[src/rtl/flash_prog_engine.sv]
// Purpose : JEDEC parallel-flash page-write engine; replays a JEDEC command buffer then a payload buffer as #WE pulses, then waits (fixed) or DQ7-polls for completion.
// Latency : busy the cycle after start; each #WE pulse is WE_LOW_CYC low + WE_HIGH_CYC high; done pulses one cycle at the end, busy drops the cycle after.
// Backpr. : none; start is ignored while busy, buffer writes only land in IDLE, and writes to a full buffer are dropped and set overflow.
// Ports   : osc/rst_n clock and sync reset; buf_clear, wbuf_*, jbuf_* buffer loading; start_addr/poll_en/start run control;
//           busy/done/error/overflow status; dut_* flash bus (addr, dout/drive, din, we_n, oe_n).
module flash_prog_engine #(
  parameter int ADDR_W           = 17,
  parameter int DATA_W           = 8,
  parameter int WBUF_DEPTH       = 128,
  parameter int JBUF_DEPTH       = 6,
  parameter int WE_LOW_CYC       = 24,
  parameter int WE_HIGH_CYC      = 24,
  parameter int FIXED_WAIT_CYC   = 8400,
  parameter int POLL_OE_CYC      = 4,
  parameter int POLL_TIMEOUT_CYC = 240000
) (
  input  logic              osc,
  input  logic              rst_n,
  input  logic              buf_clear,
  input  logic              wbuf_we,
  input  logic [DATA_W-1:0] wbuf_data,
  input  logic              jbuf_we,
  input  logic [ADDR_W-1:0] jbuf_addr,
  input  logic [DATA_W-1:0] jbuf_data,
  input  logic [ADDR_W-1:0] start_addr,
  input  logic              poll_en,
  input  logic              start,
  output logic              busy,
  output logic              done,
  output logic              error,
  output logic              overflow,
  output logic [ADDR_W-1:0] dut_addr,
  output logic [DATA_W-1:0] dut_dout,
  output logic              dut_drive,
  input  logic [DATA_W-1:0] dut_din,
  output logic              dut_we_n,
  output logic              dut_oe_n
);

  localparam int WC_W    = $clog2(WBUF_DEPTH + 1);
  localparam int JC_W    = $clog2(JBUF_DEPTH + 1);
  localparam int WI_W    = (WBUF_DEPTH > 1) ? $clog2(WBUF_DEPTH) : 1;
  localparam int JI_W    = (JBUF_DEPTH > 1) ? $clog2(JBUF_DEPTH) : 1;
  localparam int WE_MAX  = (WE_LOW_CYC > WE_HIGH_CYC) ? WE_LOW_CYC : WE_HIGH_CYC;
  localparam int CNT_MAX = (FIXED_WAIT_CYC > WE_MAX) ? FIXED_WAIT_CYC : WE_MAX;
  localparam int CNT_W   = $clog2(CNT_MAX + 1);
  localparam int TO_W    = $clog2(POLL_TIMEOUT_CYC + 1);
  localparam int PC_W    = $clog2(POLL_OE_CYC + 2);

  localparam logic [CNT_W-1:0] LOW_END  = CNT_W'(WE_LOW_CYC - 1);
  localparam logic [CNT_W-1:0] HIGH_END = CNT_W'(WE_HIGH_CYC - 1);
  localparam logic [CNT_W-1:0] WAIT_END = CNT_W'(FIXED_WAIT_CYC - 1);
  localparam logic [TO_W-1:0]  TO_END   = TO_W'(POLL_TIMEOUT_CYC - 1);
  localparam logic [PC_W-1:0]  OE_END   = PC_W'(POLL_OE_CYC - 1);
  localparam logic [PC_W-1:0]  REARM    = PC_W'(POLL_OE_CYC + 1);

  typedef enum logic [2:0] {
    S_IDLE, S_JLO, S_JHI, S_PLO, S_PHI, S_WAIT, S_POLL, S_FIN
  } state_t;

  state_t            state;
  logic [CNT_W-1:0]  cnt;
  logic [TO_W-1:0]   tcnt;
  logic [PC_W-1:0]   pcnt;
  logic              poll_en_q;
  logic [ADDR_W-1:0] start_addr_q;
  logic [WC_W-1:0]   wcount, widx;
  logic [JC_W-1:0]   jcount, jidx;

  logic [DATA_W-1:0] wbuf      [WBUF_DEPTH];
  logic [ADDR_W-1:0] jaddr_mem [JBUF_DEPTH];
  logic [DATA_W-1:0] jdata_mem [JBUF_DEPTH];

  logic            wfull, jfull, wr_w, wr_j;
  logic [WC_W-1:0] wnext, wlast;
  logic [JC_W-1:0] jnext;
  logic            poll_hit, timeout;
  logic            unused_dq;

  assign wfull = (wcount == WC_W'(WBUF_DEPTH));
  assign jfull = (jcount == JC_W'(JBUF_DEPTH));
  // buf_clear wins over same-cycle appends
  assign wr_w  = (state == S_IDLE) && !buf_clear && wbuf_we && !wfull;
  assign wr_j  = (state == S_IDLE) && !buf_clear && jbuf_we && !jfull;
  assign wnext = widx + WC_W'(1);
  assign jnext = jidx + JC_W'(1);
  assign wlast = wcount - WC_W'(1);
  // Completion: DQ7 reads back the true MSB of the last byte written
  assign poll_hit = (dut_din[DATA_W-1] == wbuf[wlast[WI_W-1:0]][DATA_W-1]);
  assign timeout  = (tcnt == TO_END);
  // Only DQ7 matters for completion; the other DQ bits are deliberately ignored
  assign unused_dq = ^dut_din[DATA_W-2:0];

  // Buffer storage has no reset: only the counts define valid contents
  always_ff @(posedge osc) begin
    if (wr_w) wbuf[wcount[WI_W-1:0]] <= wbuf_data;
    if (wr_j) begin
      jaddr_mem[jcount[JI_W-1:0]] <= jbuf_addr;
      jdata_mem[jcount[JI_W-1:0]] <= jbuf_data;
    end
  end

  always_ff @(posedge osc) begin
    if (!rst_n) begin
      state        <= S_IDLE;
      cnt          <= '0;
      tcnt         <= '0;
      pcnt         <= '0;
      poll_en_q    <= 1'b0;
      start_addr_q <= '0;
      wcount       <= '0;
      jcount       <= '0;
      widx         <= '0;
      jidx         <= '0;
      busy         <= 1'b0;
      done         <= 1'b0;
      error        <= 1'b0;
      overflow     <= 1'b0;
      dut_addr     <= '0;
      dut_dout     <= '0;
      dut_drive    <= 1'b0;
      dut_we_n     <= 1'b1;
      dut_oe_n     <= 1'b1;
    end else begin
      done <= 1'b0;

      if (state == S_IDLE) begin
        if (buf_clear) begin
          wcount   <= '0;
          jcount   <= '0;
          overflow <= 1'b0;
        end else begin
          if (wbuf_we && wfull) overflow <= 1'b1;
          if (jbuf_we && jfull) overflow <= 1'b1;
          if (wr_w) wcount <= wcount + WC_W'(1);
          if (wr_j) jcount <= jcount + JC_W'(1);
        end
      end

      case (state)
        S_IDLE: begin
          if (start) begin
            busy         <= 1'b1;
            error        <= 1'b0;
            poll_en_q    <= poll_en;
            start_addr_q <= start_addr;
            cnt          <= '0;
            jidx         <= '0;
            widx         <= '0;
            if (jcount != '0) begin
              state     <= S_JLO;
              dut_addr  <= jaddr_mem[0];
              dut_dout  <= jdata_mem[0];
              dut_drive <= 1'b1;
              dut_we_n  <= 1'b0;
            end else if (wcount != '0) begin
              state     <= S_PLO;
              dut_addr  <= start_addr;
              dut_dout  <= wbuf[0];
              dut_drive <= 1'b1;
              dut_we_n  <= 1'b0;
            end else begin
              state <= S_FIN;
              done  <= 1'b1;
            end
          end
        end

        S_JLO, S_PLO: begin
          if (cnt == LOW_END) begin
            dut_we_n <= 1'b1;
            cnt      <= '0;
            state    <= (state == S_JLO) ? S_JHI : S_PHI;
          end else begin
            cnt <= cnt + CNT_W'(1);
          end
        end

        // The payload-empty check is folded into the end of the last JEDEC
        // high phase so every #WE pulse keeps identical spacing.
        S_JHI: begin
          if (cnt == HIGH_END) begin
            cnt <= '0;
            if (jnext == jcount) begin
              if (wcount != '0) begin
                state    <= S_PLO;
                widx     <= '0;
                dut_addr <= start_addr_q;
                dut_dout <= wbuf[0];
                dut_we_n <= 1'b0;
              end else begin
                state     <= S_FIN;
                dut_drive <= 1'b0;
                done      <= 1'b1;
              end
            end else begin
              state    <= S_JLO;
              jidx     <= jnext;
              dut_addr <= jaddr_mem[jnext[JI_W-1:0]];
              dut_dout <= jdata_mem[jnext[JI_W-1:0]];
              dut_we_n <= 1'b0;
            end
          end else begin
            cnt <= cnt + CNT_W'(1);
          end
        end

        S_PHI: begin
          if (wnext == wcount) begin
            // Last pulse: cnt keeps running through WAIT so the fixed wait is
            // measured from the final #WE rise; data is held through the high phase.
            if (cnt == HIGH_END) begin
              state     <= S_WAIT;
              dut_drive <= 1'b0;
            end
            cnt <= cnt + CNT_W'(1);
          end else if (cnt == HIGH_END) begin
            state    <= S_PLO;
            cnt      <= '0;
            widx     <= wnext;
            dut_addr <= dut_addr + ADDR_W'(1);
            dut_dout <= wbuf[wnext[WI_W-1:0]];
            dut_we_n <= 1'b0;
          end else begin
            cnt <= cnt + CNT_W'(1);
          end
        end

        S_WAIT: begin
          if (poll_en_q) begin
            // One cycle with DQ released before #OE goes low
            state    <= S_POLL;
            dut_oe_n <= 1'b0;
            pcnt     <= '0;
            tcnt     <= '0;
          end else if (cnt == WAIT_END) begin
            state <= S_FIN;
            done  <= 1'b1;
          end else begin
            cnt <= cnt + CNT_W'(1);
          end
        end

        // pcnt 0..OE_END: #OE low, DQ sampled on the last low cycle;
        // then two #OE-high cycles before the next read.
        S_POLL: begin
          tcnt <= tcnt + TO_W'(1);
          if (pcnt == OE_END && poll_hit) begin
            dut_oe_n <= 1'b1;
            done     <= 1'b1;
            state    <= S_FIN;
          end else if (timeout) begin
            error    <= 1'b1;
            dut_oe_n <= 1'b1;
            done     <= 1'b1;
            state    <= S_FIN;
          end else if (pcnt == OE_END) begin
            dut_oe_n <= 1'b1;
            pcnt     <= pcnt + PC_W'(1);
          end else if (pcnt == REARM) begin
            dut_oe_n <= 1'b0;
            pcnt     <= '0;
          end else begin
            pcnt <= pcnt + PC_W'(1);
          end
        end

        S_FIN: begin
          busy      <= 1'b0;
          dut_we_n  <= 1'b1;
          dut_oe_n  <= 1'b1;
          dut_drive <= 1'b0;
          state     <= S_IDLE;
        end

        default: state <= S_IDLE;
      endcase
    end
  end

endmodule

[config.mk]
export PLATFORM = sky130hd
export DESIGN_NAME = flash_prog_engine
export DESIGN_NICKNAME = d
export VERILOG_FILES = /design/src/rtl/flash_prog_engine.sv
export SDC_FILE = /design/constraint.sdc
export NUM_CORES = 2
export LEC_CHECK = 0
export BUFFER_PORTS_ARGS = -buffer_cell sky130_fd_sc_hd__buf_2
export CORE_MARGIN = 3
export CORE_UTILIZATION = 30
export DETAILED_ROUTE_END_ITERATION = 8
export SLEW_MARGIN = 20
export SYNTH_ARGS = -nofsm -noshare
export SYNTH_HDL_FRONTEND = slang
export SYNTH_SLANG_ARGS = --single-unit
[constraint.sdc]
create_clock -name osc -period 5.9 [get_ports osc]
set_input_delay 0.59 -clock osc [delete_from_list [all_inputs] [get_ports osc]]
set_output_delay 0.59 -clock osc [all_outputs]
set_load 0.01 [all_outputs]
==> impl_metrics.ini <==
[worst_setup_path]
setup.worst_path.start = state[1]$_SDFFE_PN0P_
end_kind = flop
cp_max_fo = 21
criticalPathCategory = flop to flop
startpoint_type = flop
crit_required_ps = 6270
r2r_start = state[1]$_SDFFE_PN0P_
ff2ff_path_depth = 7
cp.arrival_ps = 4850

[place]
place.gp.congestion = 0.8083
place_ws_ps = 1539
portBuffers = 89
hpwlAfterDp_um = 80230
placed_cells = 5273
place_area_mm2 = 0.05657

[floorplan]
die_h_um = 427.3
die_x_um = 427.3
ios = 97
die_area_mm2 = 0.1826
initial_core_util_pct = 30.40
fp.coreArea_mm2 = 0.1752
rows = 153

[global_routing]
antenna_found_initial = 15
first_global_vias = 28108
grt.total_usage_pct = 14.00
overflow = 0
grt_max_degree = 129
grt_pass1_wl_um = 191100

[min_path]
min_path_type = input pin to flop
holdPathStages = 1
hp-start = jbuf_addr[16]

[routing]
avgViaCountPerCell = 5.089
drt_pass1_iterations = 5
vias = 27976
finalWirelength_um = 128000
routedWlPerCell_um = 23.28
final_antenna_net_count = 0
drt-initial-drc-count = 2624
drc = 0

[clocking]
path_clk_slew_ps = 60
cts.sink_count = 1284
clockBufferDepth = 3
numCtsBuffers = 132
cts_tree = yes
post_cts_resized = 0
cts_setup_buffers = 0
cts_root_buffer = clkbuf_16
h-tree-depth = 4
cts_hold_buffers = 0
clock_latency_ps = 750

[timing]
worst_slew_margin_rel_pct = 26.66
rsz0062_at_grt = no
skew_ps = 20.34
finalCriticalPeriod_ps = 4483
setup_viol = 0
hold_slack_ps = 78.94
maxSlewViolCount = 0
fin_crit_sh_pct = 75.99
setup_tns_ps = 0
tightest_slew_ps = 1096
hold_viol_final = 0
fmax_ghz = 0.2231
worst_slack_ps = 1417

[finish]
fin_nets = 3161
syn2layout_area_growth_pct = 13.77
drive_above_1_share_pct = 23.34
final_area_mm2 = 0.06058
final_cells = 5497
finish.utilization_pct = 34.58

[synthesis]
async_flop_share_pct = 0
synth_edf_count = 1174
syn_inst = 2964
netlist.area_leader.share_pct = 66.21
synth_nets = 3043
yosysWarnings = 0
synthTopCellsByArea = edfxtp_1 66%, mux4_2 16%, dfxtp_1 4.1%
syn-mean-instance-area_um2 = 17.96
synth.most_common_cell = edfxtp_1
syn_area_mm2 = 0.05324
yosysUniqueCellTypes = 81
synth_commonest_cells = 1174 x edfxtp_1, 368 x mux4_2, 243 x nor2_1, 221 x nand2_1, 110 x dfxtp_1
yosys.area.top_type = edfxtp_1
ys_ff_latch = 1284
ys.flop_type = edfxtp_1
yosysSeqAreaShare_pct = 70.35

[run_status]
status = complete, no violations

[pwr]
p_per_area_mw_per_mm2 = 354.8
peakVddDrop_uv = 259.4
total_power_mw = 21.50
leakagePower_nw = 18.52

[job]
maxCapViolations = 0
-- placed cells by master, fill, tap and decap left out, drive strengths merged, types with 14 or more instances in the layout --
cell type and count:
xor2 25, nor2 243, and3 20, nand2 221, mux4 375, a211oi 44, inv 20, and2 26
dfxtp 110, a21boi 19, ha 14, nor3 30, nor2b 24, clkinv 49, a21oi 73, buf 159
mux2i 65, o21ai 66, clkbuf 163, nand4 15, nand3 64, xnor2 24, edfxtp 1174
-- per-layer routing --
layer  part of all wire (%)  global-route usage (%)
met1                     43                   18.94
met2                     48                   22.33
met3                    6.9                   3.264
met4                    2.6                   4.420
met5                  0.027                       0
-- cell families after synthesis --
family                   Yosys count  share of synthesized area [%]
AND/OR/NAND/NOR                  693                          5.891
flip-flops                      1284                          70.35
multiplexers                     441                          17.16
AO/OA/AOI/OAI                    288                          3.631
adder cells (fa/ha/maj)           14                         0.3290
buffers and inverters            191                          1.603
XOR/XNOR                          53                          1.041
-- flip-flops by register name (all words and copies together) (netlist names), 8 cells and up --
signal,cells
wbuf,1024
jaddr_mem,102
jdata_mem,48
tcnt,18
dut_addr,17
start_addr_q,17
cnt,14
dut_dout,8
wcount,8
widx,8
-- worst paths after layout --
path,to,slack [ps]
min reg2reg,start_addr_q[1]$_SDFFE_PN0P_,460
max reg2reg,wbuf[31][1]$_DFFE_PP_,1420
min,jaddr_mem[1][16]$_DFFE_PP_,80
max,wbuf[31][1]$_DFFE_PP_,1420
-- final cells by class --
cell class / count / area [um^2]
antenna: 2 / 5.005
clock buffer: 163 / 3471
clock inverter: 59 / 523.0
fill: 16400 / 114600
inverter: 16 / 60.06
multi-input combinational: 1489 / 15050
sequential: 1284 / 37460
tap: 2325 / 2909
timing repair buffer: 159 / 1095
-- critical path, cell delays in order (launching register included) --
cell and delay (ps):
dfxtp_1 540, nor2_1 580, nand2_1 340, nor2_1 210
nand2_1 240, nor3_1 880, nand2_1 500, nor2_1 800
-- where the power goes --
part | leakage, nW | internal [mW] | switching (mW)
logic | 5.13 | 1.35 | 2.02
registers | 11.4 | 10.1 | 0.215
clock network | 1.94 | 4.34 | 3.47
(Power assumes the default switching activity.)
